[src/rtl/ay_3_8910_capcom.sv]
// AY-3-8910 PSG core as used on the Capcom 1942 sound board: tone, noise, envelope and mixer.
// Define AY_REG_DUMP_EN to compile the data-port write trace; dump_regs=1 then enables it.
module ay_3_8910_capcom #(
  parameter int dump_regs = 0,
  parameter int id        = 0,
  parameter int CLK_DIV   = 2
) (
  input  logic       clk,
  input  logic       reset_n,
  input  logic [7:0] din,
  input  logic       adr,
  input  logic       wr_n,
  input  logic       cs_n,
  output logic [3:0] A,
  output logic [3:0] B,
  output logic [3:0] C
);

  localparam int DIV_W = (CLK_DIV > 1) ? $clog2(CLK_DIV) : 1;
  localparam logic [DIV_W-1:0] DIV_MAX = DIV_W'(CLK_DIV - 1);

  logic [7:0]       regs_r [16];
  logic [3:0]       addr_r;
  logic             wr_s, data_wr_s, env_restart_s;
  logic [DIV_W-1:0] div_r;
  logic             tick_s, tone_clk_s, noise_clk_s, env_clk_s;
  logic [2:0]       tone_pre_r;
  logic [3:0]       noise_pre_r, env_pre_r;
  logic [4:0]       noise_cnt_r, np_lim_s;
  logic [16:0]      lfsr_r;
  logic [15:0]      env_cnt_r, ep_s, ep_lim_s;
  logic [3:0]       env_step_r, env_level_s;
  logic             env_hold_r, env_inv_r;
  logic             unused_regs_s;

  function automatic logic [7:0] reg_mask(input logic [3:0] idx);
    case (idx)
      4'd1, 4'd3, 4'd5, 4'd13: reg_mask = 8'h0F;
      4'd6, 4'd8, 4'd9, 4'd10: reg_mask = 8'h1F;
      default:                 reg_mask = 8'hFF;
    endcase
  endfunction

  assign wr_s          = ~cs_n & ~wr_n;
  assign data_wr_s     = wr_s & adr;
  assign env_restart_s = data_wr_s & (addr_r == 4'd13);

  // Address latch and register file; address bytes with a nonzero high nibble are ignored
  always_ff @(posedge clk or negedge reset_n) begin
    if (!reset_n) begin
      addr_r <= 4'd0;
      regs_r <= '{default: 8'd0};
    end else if (wr_s) begin
      if (!adr) begin
        if (din[7:4] == 4'd0) addr_r <= din[3:0];
      end else begin
        regs_r[addr_r] <= din & reg_mask(addr_r);
      end
    end
  end

  assign tick_s      = (div_r == DIV_MAX);
  assign tone_clk_s  = tick_s & (tone_pre_r == 3'd7);
  assign noise_clk_s = tick_s & (noise_pre_r == 4'd15);
  assign env_clk_s   = tick_s & (env_pre_r == 4'd15);

  // Master tick divider plus tone and noise prescalers
  always_ff @(posedge clk or negedge reset_n) begin
    if (!reset_n) begin
      div_r       <= {DIV_W{1'b0}};
      tone_pre_r  <= 3'd0;
      noise_pre_r <= 4'd0;
    end else begin
      div_r <= tick_s ? {DIV_W{1'b0}} : div_r + DIV_W'(1);
      if (tick_s) begin
        tone_pre_r  <= tone_pre_r + 3'd1;
        noise_pre_r <= noise_pre_r + 4'd1;
      end
    end
  end

  assign np_lim_s = (regs_r[6][4:0] == 5'd0) ? 5'd0 : regs_r[6][4:0] - 5'd1;

  // Noise period counter and 17-bit LFSR
  always_ff @(posedge clk or negedge reset_n) begin
    if (!reset_n) begin
      noise_cnt_r <= 5'd0;
      lfsr_r      <= 17'h1;
    end else if (noise_clk_s) begin
      if (noise_cnt_r >= np_lim_s) begin
        noise_cnt_r <= 5'd0;
        lfsr_r      <= {lfsr_r[0] ^ lfsr_r[3], lfsr_r[16:1]};
      end else begin
        noise_cnt_r <= noise_cnt_r + 5'd1;
      end
    end
  end

  assign ep_s     = {regs_r[12], regs_r[11]};
  assign ep_lim_s = (ep_s == 16'd0) ? 16'd0 : ep_s - 16'd1;

  // Envelope sequencer; a write to R13 restarts it, including its prescaler
  always_ff @(posedge clk or negedge reset_n) begin
    if (!reset_n) begin
      env_pre_r  <= 4'd0;
      env_cnt_r  <= 16'd0;
      env_step_r <= 4'd0;
      env_hold_r <= 1'b0;
      env_inv_r  <= 1'b0;
    end else if (env_restart_s) begin
      env_pre_r  <= 4'd0;
      env_cnt_r  <= 16'd0;
      env_step_r <= 4'd0;
      env_hold_r <= 1'b0;
      env_inv_r  <= 1'b0;
    end else begin
      if (tick_s) env_pre_r <= env_pre_r + 4'd1;
      if (env_clk_s) begin
        if (env_cnt_r >= ep_lim_s) begin
          env_cnt_r <= 16'd0;
          if (!env_hold_r) begin
            if (env_step_r == 4'd15) begin
              if (!regs_r[13][3] || regs_r[13][0]) begin
                env_hold_r <= 1'b1;
              end else begin
                env_step_r <= 4'd0;
                env_inv_r  <= env_inv_r ^ regs_r[13][1];
              end
            end else begin
              env_step_r <= env_step_r + 4'd1;
            end
          end
        end else begin
          env_cnt_r <= env_cnt_r + 16'd1;
        end
      end
    end
  end

  // Held level: 0 without CONT, else the final attack level flipped by ALT
  always_comb begin
    env_level_s = 4'd0;
    if (env_hold_r) begin
      if (regs_r[13][3] && (regs_r[13][2] ^ regs_r[13][1])) env_level_s = 4'hF;
      else env_level_s = 4'h0;
    end else begin
      env_level_s = (regs_r[13][2] ? env_step_r : ~env_step_r) ^ {4{env_inv_r}};
    end
  end

  for (genvar g = 0; g < 3; g++) begin : g_chan
    logic [11:0] tp_s, tp_lim_s, tone_cnt_r;
    logic        tone_ff_r, gate_s;
    logic [3:0]  level_s, out_r;

    assign tp_s     = {regs_r[2*g+1][3:0], regs_r[2*g]};
    assign tp_lim_s = (tp_s == 12'd0) ? 12'd0 : tp_s - 12'd1;
    assign level_s  = regs_r[8+g][4] ? env_level_s : regs_r[8+g][3:0];
    assign gate_s   = (tone_ff_r | regs_r[7][g]) & (lfsr_r[0] | regs_r[7][3+g]);

    // Tone counter: >= compare so a lowered period toggles on the next tone clock
    always_ff @(posedge clk or negedge reset_n) begin
      if (!reset_n) begin
        tone_cnt_r <= 12'd0;
        tone_ff_r  <= 1'b0;
      end else if (tone_clk_s) begin
        if (tone_cnt_r >= tp_lim_s) begin
          tone_cnt_r <= 12'd0;
          tone_ff_r  <= ~tone_ff_r;
        end else begin
          tone_cnt_r <= tone_cnt_r + 12'd1;
        end
      end
    end

    // Registered channel amplitude
    always_ff @(posedge clk or negedge reset_n) begin
      if (!reset_n) out_r <= 4'd0;
      else out_r <= gate_s ? level_s : 4'd0;
    end
  end

  assign A = g_chan[0].out_r;
  assign B = g_chan[1].out_r;
  assign C = g_chan[2].out_r;

  assign unused_regs_s = ^{regs_r[7][7:6], regs_r[14], regs_r[15], regs_r[1][7:4],
                           regs_r[3][7:4], regs_r[5][7:4], regs_r[6][7:5], regs_r[8][7:5],
                           regs_r[9][7:5], regs_r[10][7:5], regs_r[13][7:4]};

`ifdef AY_REG_DUMP_EN
  // Data-port write trace
  always @(posedge clk) begin
    if (dump_regs != 0 && reset_n && data_wr_s)
      $display("%0t: ay%0d r%0d = %0d", $time, id, addr_r, din);
  end
`else
  logic unused_cfg_s;
  assign unused_cfg_s = (dump_regs != 0) ^ (id != 0);
`endif

endmodule

[config.mk]
export PLATFORM = sky130hd
export DESIGN_NAME = ay_3_8910_capcom
export DESIGN_NICKNAME = d
export VERILOG_FILES = /design/src/rtl/ay_3_8910_capcom.sv
export SDC_FILE = /design/constraint.sdc
export NUM_CORES = 1
export LEC_CHECK = 0
export ABC_AREA = 1
export BUFFER_PORTS_ARGS = -buffer_cell sky130_fd_sc_hd__clkbuf_2
export CORE_MARGIN = 2
export CORE_UTILIZATION = 55
export CTS_BUF_LIST = sky130_fd_sc_hd__clkbuf_8
export DETAILED_ROUTE_END_ITERATION = 10
export PLACE_DENSITY = 0.75
export RECOVER_POWER = 100
export SLEW_MARGIN = 20
export SYNTH_ARGS = -nofsm -noshare
export SYNTH_HDL_FRONTEND = slang
export SYNTH_SLANG_ARGS = --single-unit
[constraint.sdc]
create_clock -name clk -period 2.85 [get_ports clk]
set_input_delay 0.1425 -clock clk [delete_from_list [all_inputs] [get_ports clk]]
set_output_delay 0.1425 -clock clk [all_outputs]
set_load 0.05 [all_outputs]
## Word level (Yosys, flattened, before mapping)

Memory sizes are Yosys's and may differ from the RTL's.
Cells that the tools add are included.

- Bits in registers: 239
- Bits in read-only memories: 64
- Memories: 1

- Equal/unequal tests: 8
- Mux-type cells: 47
- Reduce and logical (&&, ||, !) cells: 23
- $lt $le $gt $ge: 7
- $add $sub $neg: 15
- Bitwise logic cells: 28

Memory list:

| name | depth | width | rd ports | clocked after Yosys merged registers in | wr ports | RTL line | RTL |
|---|---|---|---|---|---|---|---|
| (no name shown) | 16 | 4 | 1 | 0 | 0 | 37 | `case (idx)` |

Operators with widths:

| operator | count |
|---|---|
| $bwmux W128 | 1 |
| $mux W12 | 6 |
| $mux W4 | 17 |
| $mux W16 | 4 |
| $add A12 B1 Y12 const B | 3 |
| $ge A12 B12 Y1 | 3 |
| $logic_not A12 Y1 | 3 |
| $sub A12 B1 Y12 const B | 3 |
| $demux W8 S4 | 1 |
| $mux W8 | 3 |
| $add A16 B1 Y16 const B | 1 |
| $eq A4 B4 Y1 const B | 4 |
| $ge A16 B16 Y1 | 1 |
| $logic_not A16 Y1 | 1 |
| $sub A16 B1 Y16 const B | 1 |
| $mux W1 | 13 |
| $add A4 B1 Y4 const B | 3 |
| $reduce_and A2 Y1 | 6 |
| $mux W5 | 2 |
| $and A1 B1 Y1 | 9 |
| $and A8 B8 Y8 | 1 |
| $reduce_bool A2 Y1 | 4 |
| $not A1 Y1 | 6 |
| $or A1 B1 Y1 | 6 |
| 22 further kinds | 26 |

## Longest topological paths before layout

- Depth after elaboration: 8
- Depth in mapped cells: 21

## Worst setup path after synthesis

OpenSTA, ideal clock, no wires.

- Kind: flip-flop to flip-flop
- Start point: register regs_r (netlist bit g_chan[0].tp_s[0])
- End point: register g_chan[0].tone_cnt_r[11]
- Path buffers: 0
- Arrival time: 2494 ps
- Clock period less this slack: 2569 ps
- Setup slack: 281 ps
- Cell stages (with the launch flop): 20
- Cell sequence: dfrtp_1 -> inv_1 -> ha_1 -> nand2_1 -> nor2_1 -> nand2_1 -> inv_1 -> nand3_1 -> nor2_1 -> inv_1 -> o21ai_0 -> ha_1 -> nand2_1 -> nor2_1 -> and2_1 -> nand2_1 -> nand4_1 -> nand2_1 -> clkinv_1 -> nor2_1

- Longest elaborated chain between the ends: 4

RTL lines:

| element | RTL line | RTL |
|---|---|---|
| from (decl) | 22 | `logic [7:0] regs_r [16];` |
| from (signal, indexed assignment) | 57 | `regs_r[addr_r] <= din & reg_mask(addr_r);` |
| $sub A12 B1 Y12 or $logic_not A12 Y1 (tied branches) | 157 | `assign tp_lim_s = (tp_s == 12'd0) ? 12'd0 : tp_s - 12'd1;` |
| $mux W12 (*) | 157 |  |
| $ge A12 B12 Y1 (*) | 167 | `if (tone_cnt_r >= tp_lim_s) begin` |
| $mux W12 (*) | 167 |  |
| to (signal assigned) | 171 | `tone_cnt_r <= tone_cnt_r + 12'd1;` |
| to (decl) | 152 | `logic [11:0] tp_s, tp_lim_s, tone_cnt_r;` |

Every way passes the cells marked *; elsewhere a longest branch is shown, timed or not.
A chain may end at the register's enable or synchronous reset.

## Final worst setup path

- Start point: register regs_r (netlist bit g_chan[0].tp_s[0])
- End point: register g_chan[0].tone_ff_r

- Longest elaborated chain between the ends: 4

RTL lines:

| element | RTL line | RTL |
|---|---|---|
| $sub A12 B1 Y12 or $logic_not A12 Y1 (tied branches) | 157 |  |
| $mux W12 (*) | 157 |  |
| $ge A12 B12 Y1 (*) | 167 |  |
| $reduce_and A2 Y1 (no source line) (*) | n/a |  |
| to (signal assigned) | 169 | `tone_ff_r <= ~tone_ff_r;` |
| to (decl) | 153 | `logic tone_ff_r, gate_s;` |

Marks and branches as above.

==> flow_metrics.py <==
metrics = {
    "synthesis": {
        "synth_top_area_share": 0.426,
        "ys_types": 42,
        "syn_area_um2": 11300,
        "syn-num-nets": 1548,
        "async_flop_share": 1.00,
        "synth.area.top_cells": "dfrtp_1, nand2_1, ha_1",
        "ys_ff_latch": 193,
        "yosysWarnings": 0,
        "synth_edf_count": 0,
        "syn_avg_cell_area_um2": 7.74,
        "synth-main-ff-cell": "dfrtp_1",
        "netlist_instances": 1457,
        "synth_largest_area_cell": "dfrtp_1",
        "ys_seq_area_frac": 0.428,
    },
    "clock_network": {
        "clockBufferDepth": 2,
        "cts_root_buf": "clkbuf_8",
        "h-tree-depth": 4,
        "cts_tree": "built",
        "numCtsBuffers": 17,
        "cts.sinks": 193,
        "clk_latency_ns": 0.49,
        "clkSlewWorstSetupHoldPaths_ns": 0.12,
    },
    "global_routing": {
        "use_met2": 0.397,
        "grt_pass1_vias": 8946,
        "grt_use_met1": 0.313,
        "top_usage_layer": "met2",
        "overflow": 0,
        "grtUsageTotal": 0.235,
        "grt_max_degree": 77,
        "antenna_found_initial": 0,
        "met3_usage": 0.0419,
        "grt_pass1_wl_um": 41600,
    },
    "final_layout": {
        "fin_util": 0.610,
        "fill_cells": 1820,
        "nets": 1596,
        "syn_to_final_growth_pct": 9.12,
        "final-instance-count-excl-fill": 1788,
        "final_layout_size_suffix_gt1_frac": 0.0843,
        "diodes": 0,
    },
    "timing": {
        "tightest_slew_ns": 1.91,
        "fin_skew_ns": 0.0216,
        "setup_viol": 0,
        "fin_crit_ns": 2.62,
        "slew_viol_final": 76,
        "timing.final.crit_share": 0.921,
        "fin_ws_ns": 0.226,
        "fmax_ghz": 0.381,
        "slew_headroom": -0.271,
        "finalHoldViolCount": 0,
    },
    "die": {
        "die_x_um": 147,
        "core_area_um2": 20200,
        "io_pins": 25,
        "start_util": 0.559,
        "fp.dieH_um": 147,
        "dieArea_um2": 21700,
        "rows": 52,
    },
    "hold_path": {
        "hold-path-cell-count": 3,
        "min_path_type": "in2reg",
    },
    "route": {
        "wl_per_cell_um": 13.8,
        "drcViolationCount": 0,
        "drt-initial-drc-count": 517,
        "first_pass_iters": 5,
        "ant_nets": 0,
        "routed_wl_um": 24700,
        "via_per_inst": 5.33,
        "vias": 9527,
    },
    "placement": {
        "dp.cells": 1748,
        "hpwl_um": 18000,
        "pre_cts_ws_ns": -0.0179,
        "portBuffers": 24,
        "routabilityCongestion": 0.925,
    },
    "run_status": {
        "violations": "capacitance limit, slew limit",
        "status": "finished, violations left",
    },
    "setup_path": {
        "endpoint_kind": "register",
        "critPathMaxStageDelay_ns": 0.40,
        "worst_r2r_path_depth": 20,
        "cpMostUsedCell": "nand2_1",
        "worst-setup-path-type": "reg2reg",
        "worstPathCellList": "inv_1, ha_2, nand2_1, nor2_2, nand2_1, inv_1, nand3_2, nor2_4, buf_4, or2_2, ha_1, inv_1, nor2_1, o21bai_1, nand2_1, nand2_1, nand4_1, buf_4, nand3_1, nand2_1",
        "worst_setup_path_start_kind": "register",
        "critPathRequiredTime_ns": 3.25,
        "critPathArrivalTime_ns": 3.02,
        "cpMaxStageDelayCell": "dfrtp_1",
        "reg2reg_setup_slack_ns": 0.23,
        "worst-path-max-fanout": 4,
    },
    "power_and_ir_drop": {
        "total_power_mw": 7.90,
        "leakagePower_nw": 6.25,
        "ir_worst_vdd_v": 0.000398,
        "powerDensity_nw_per_um2": 642,
    },
    "job": {
        "drv_cap": 1,
    },
}
timing repair:
| action | in CTS | in global routing |
|---|---|---|
| hold buffers | 1 | 0 |
| endpoints found under the hold margin | 72 | 0 |
| setup endpoints to repair | 18 | 53 |
| pin swaps | 0 | 5 |
| buffers inserted | 0 | 7 |
| resized for setup | 2 | 37 |
Yosys cell counts, types with 2 or more instances:
cell	number
nand2_1	344
clkinv_1	3
nand3b_1	4
nor3_2	5
and2_1	2
nor3b_1	2
buf_6	3
or2_2	8
nor2_2	10
nand3_1	87
buf_1	3
o21bai_1	4
buf_2	5
a21o_1	6
o21ai_1	3
nor4_1	4
o21ai_0	127
nor2_4	3
xnor2_1	17
clkbuf_1	9
inv_1	177
a21oi_1	72
inv_2	5
ha_1	78
nor3_4	3
a31o_2	2
xor2_1	32
nand4_1	36
dfrtp_1	192
nor2_1	184
nor3_1	15
nand2_2	2
per-layer routing:
metal,vias up,part of all wire
met4,0,0.018
met5,-,0
li1,4801,-
met1,4501,0.46
met3,46,0.037
met2,179,0.49
per-stage QoR:
stage / setup TNS [ns] / cell area [µm²] / hold WS [ns]
finish: 0 / 12300 / 0.0406
global route: -0.126 / 12300 / 0.0286
CTS: 0 / 12200 / 0.00733
detailed placement: -0.0444 / 11800 / 0.204
global placement: 0 / 11800 / 0.204
floorplan: 0 / 11300 / -0.153
worst max-delay path, delay by kind of cell (launching register included):
| family | cells | cell delay, ns |
|---|---|---|
| DFF | 1 | 0.40 |
| buffers and inverters | 5 | 0.49 |
| adders and majority gates | 2 | 0.49 |
| AOI/OAI and AO/OA | 1 | 0.12 |
| and+or+nand+nor | 12 | 1.05 |
state kept, by name, summed over array words and instances, names as in the netlist, 5 cells and up:
name	count
lfsr_r	17
env_cnt_r	16
g_chan.tp_s	36
noise_cnt_r	5
g_chan.tone_cnt_r	36
regs_r	30
ep_s	16
cells in the final DEF (no fill, tap or decap), types with 20 or more instances in the layout:
cell	count
nand2_1	340
dfrtp_1	192
nor2_1	176
inv_1	173
o21ai_0	126
nand3_1	84
ha_1	77
a21oi_1	72
nand4_1	36
xor2_1	32
buf_4	20
path summary, 6_finish.rpt:
kind	endpoint	start
worst min-delay path	regs_r[64]$_DFFE_PN0P_	din[0]
max in group asynchronous	tone_pre_r[2]$_DFFE_PN0P_	reset_n
worst max register to register	g_chan[0].tone_ff_r$_DFFE_PN0P_	g_chan[0].tp_s[0]$_DFFE_PN0P_
worst max-delay path	g_chan[0].tone_ff_r$_DFFE_PN0P_	g_chan[0].tp_s[0]$_DFFE_PN0P_
min in group asynchronous	g_chan[2].tone_cnt_r[11]$_DFFE_PN0P_	reset_n
worst min register to register	g_chan[1].tone_ff_r$_DFFE_PN0P_	g_chan[1].tone_ff_r$_DFFE_PN0P_
kinds of logic after synthesis:
kind of cell	after synthesis	synth area share
buf+inv	206	0.0714
xor+xnor	49	0.0380
flops	193	0.428
simple gates	712	0.274
compound gates	219	0.101
fa+ha+maj	78	0.0865
power by group:
part | leakage, nW | internal [mW] | switching, mW
Clock | 0.213 | 0.705 | 1.17
Combinational | 3.51 | 0.998 | 1.62
Sequential | 2.52 | 3.07 | 0.340
final cells by class:
cell class | instances | area, µm² | area share
timing repair buffer | 50 | 319 | 0.0259
clock inverter | 14 | 181 | 0.0147
clock buffer | 18 | 248 | 0.0201
tap | 270 | 338 | 0.0274
multi-input combinational | 1058 | 5690 | 0.462
inverter | 185 | 703 | 0.0571
sequential | 193 | 4830 | 0.392
(Power assumes the default switching activity.)
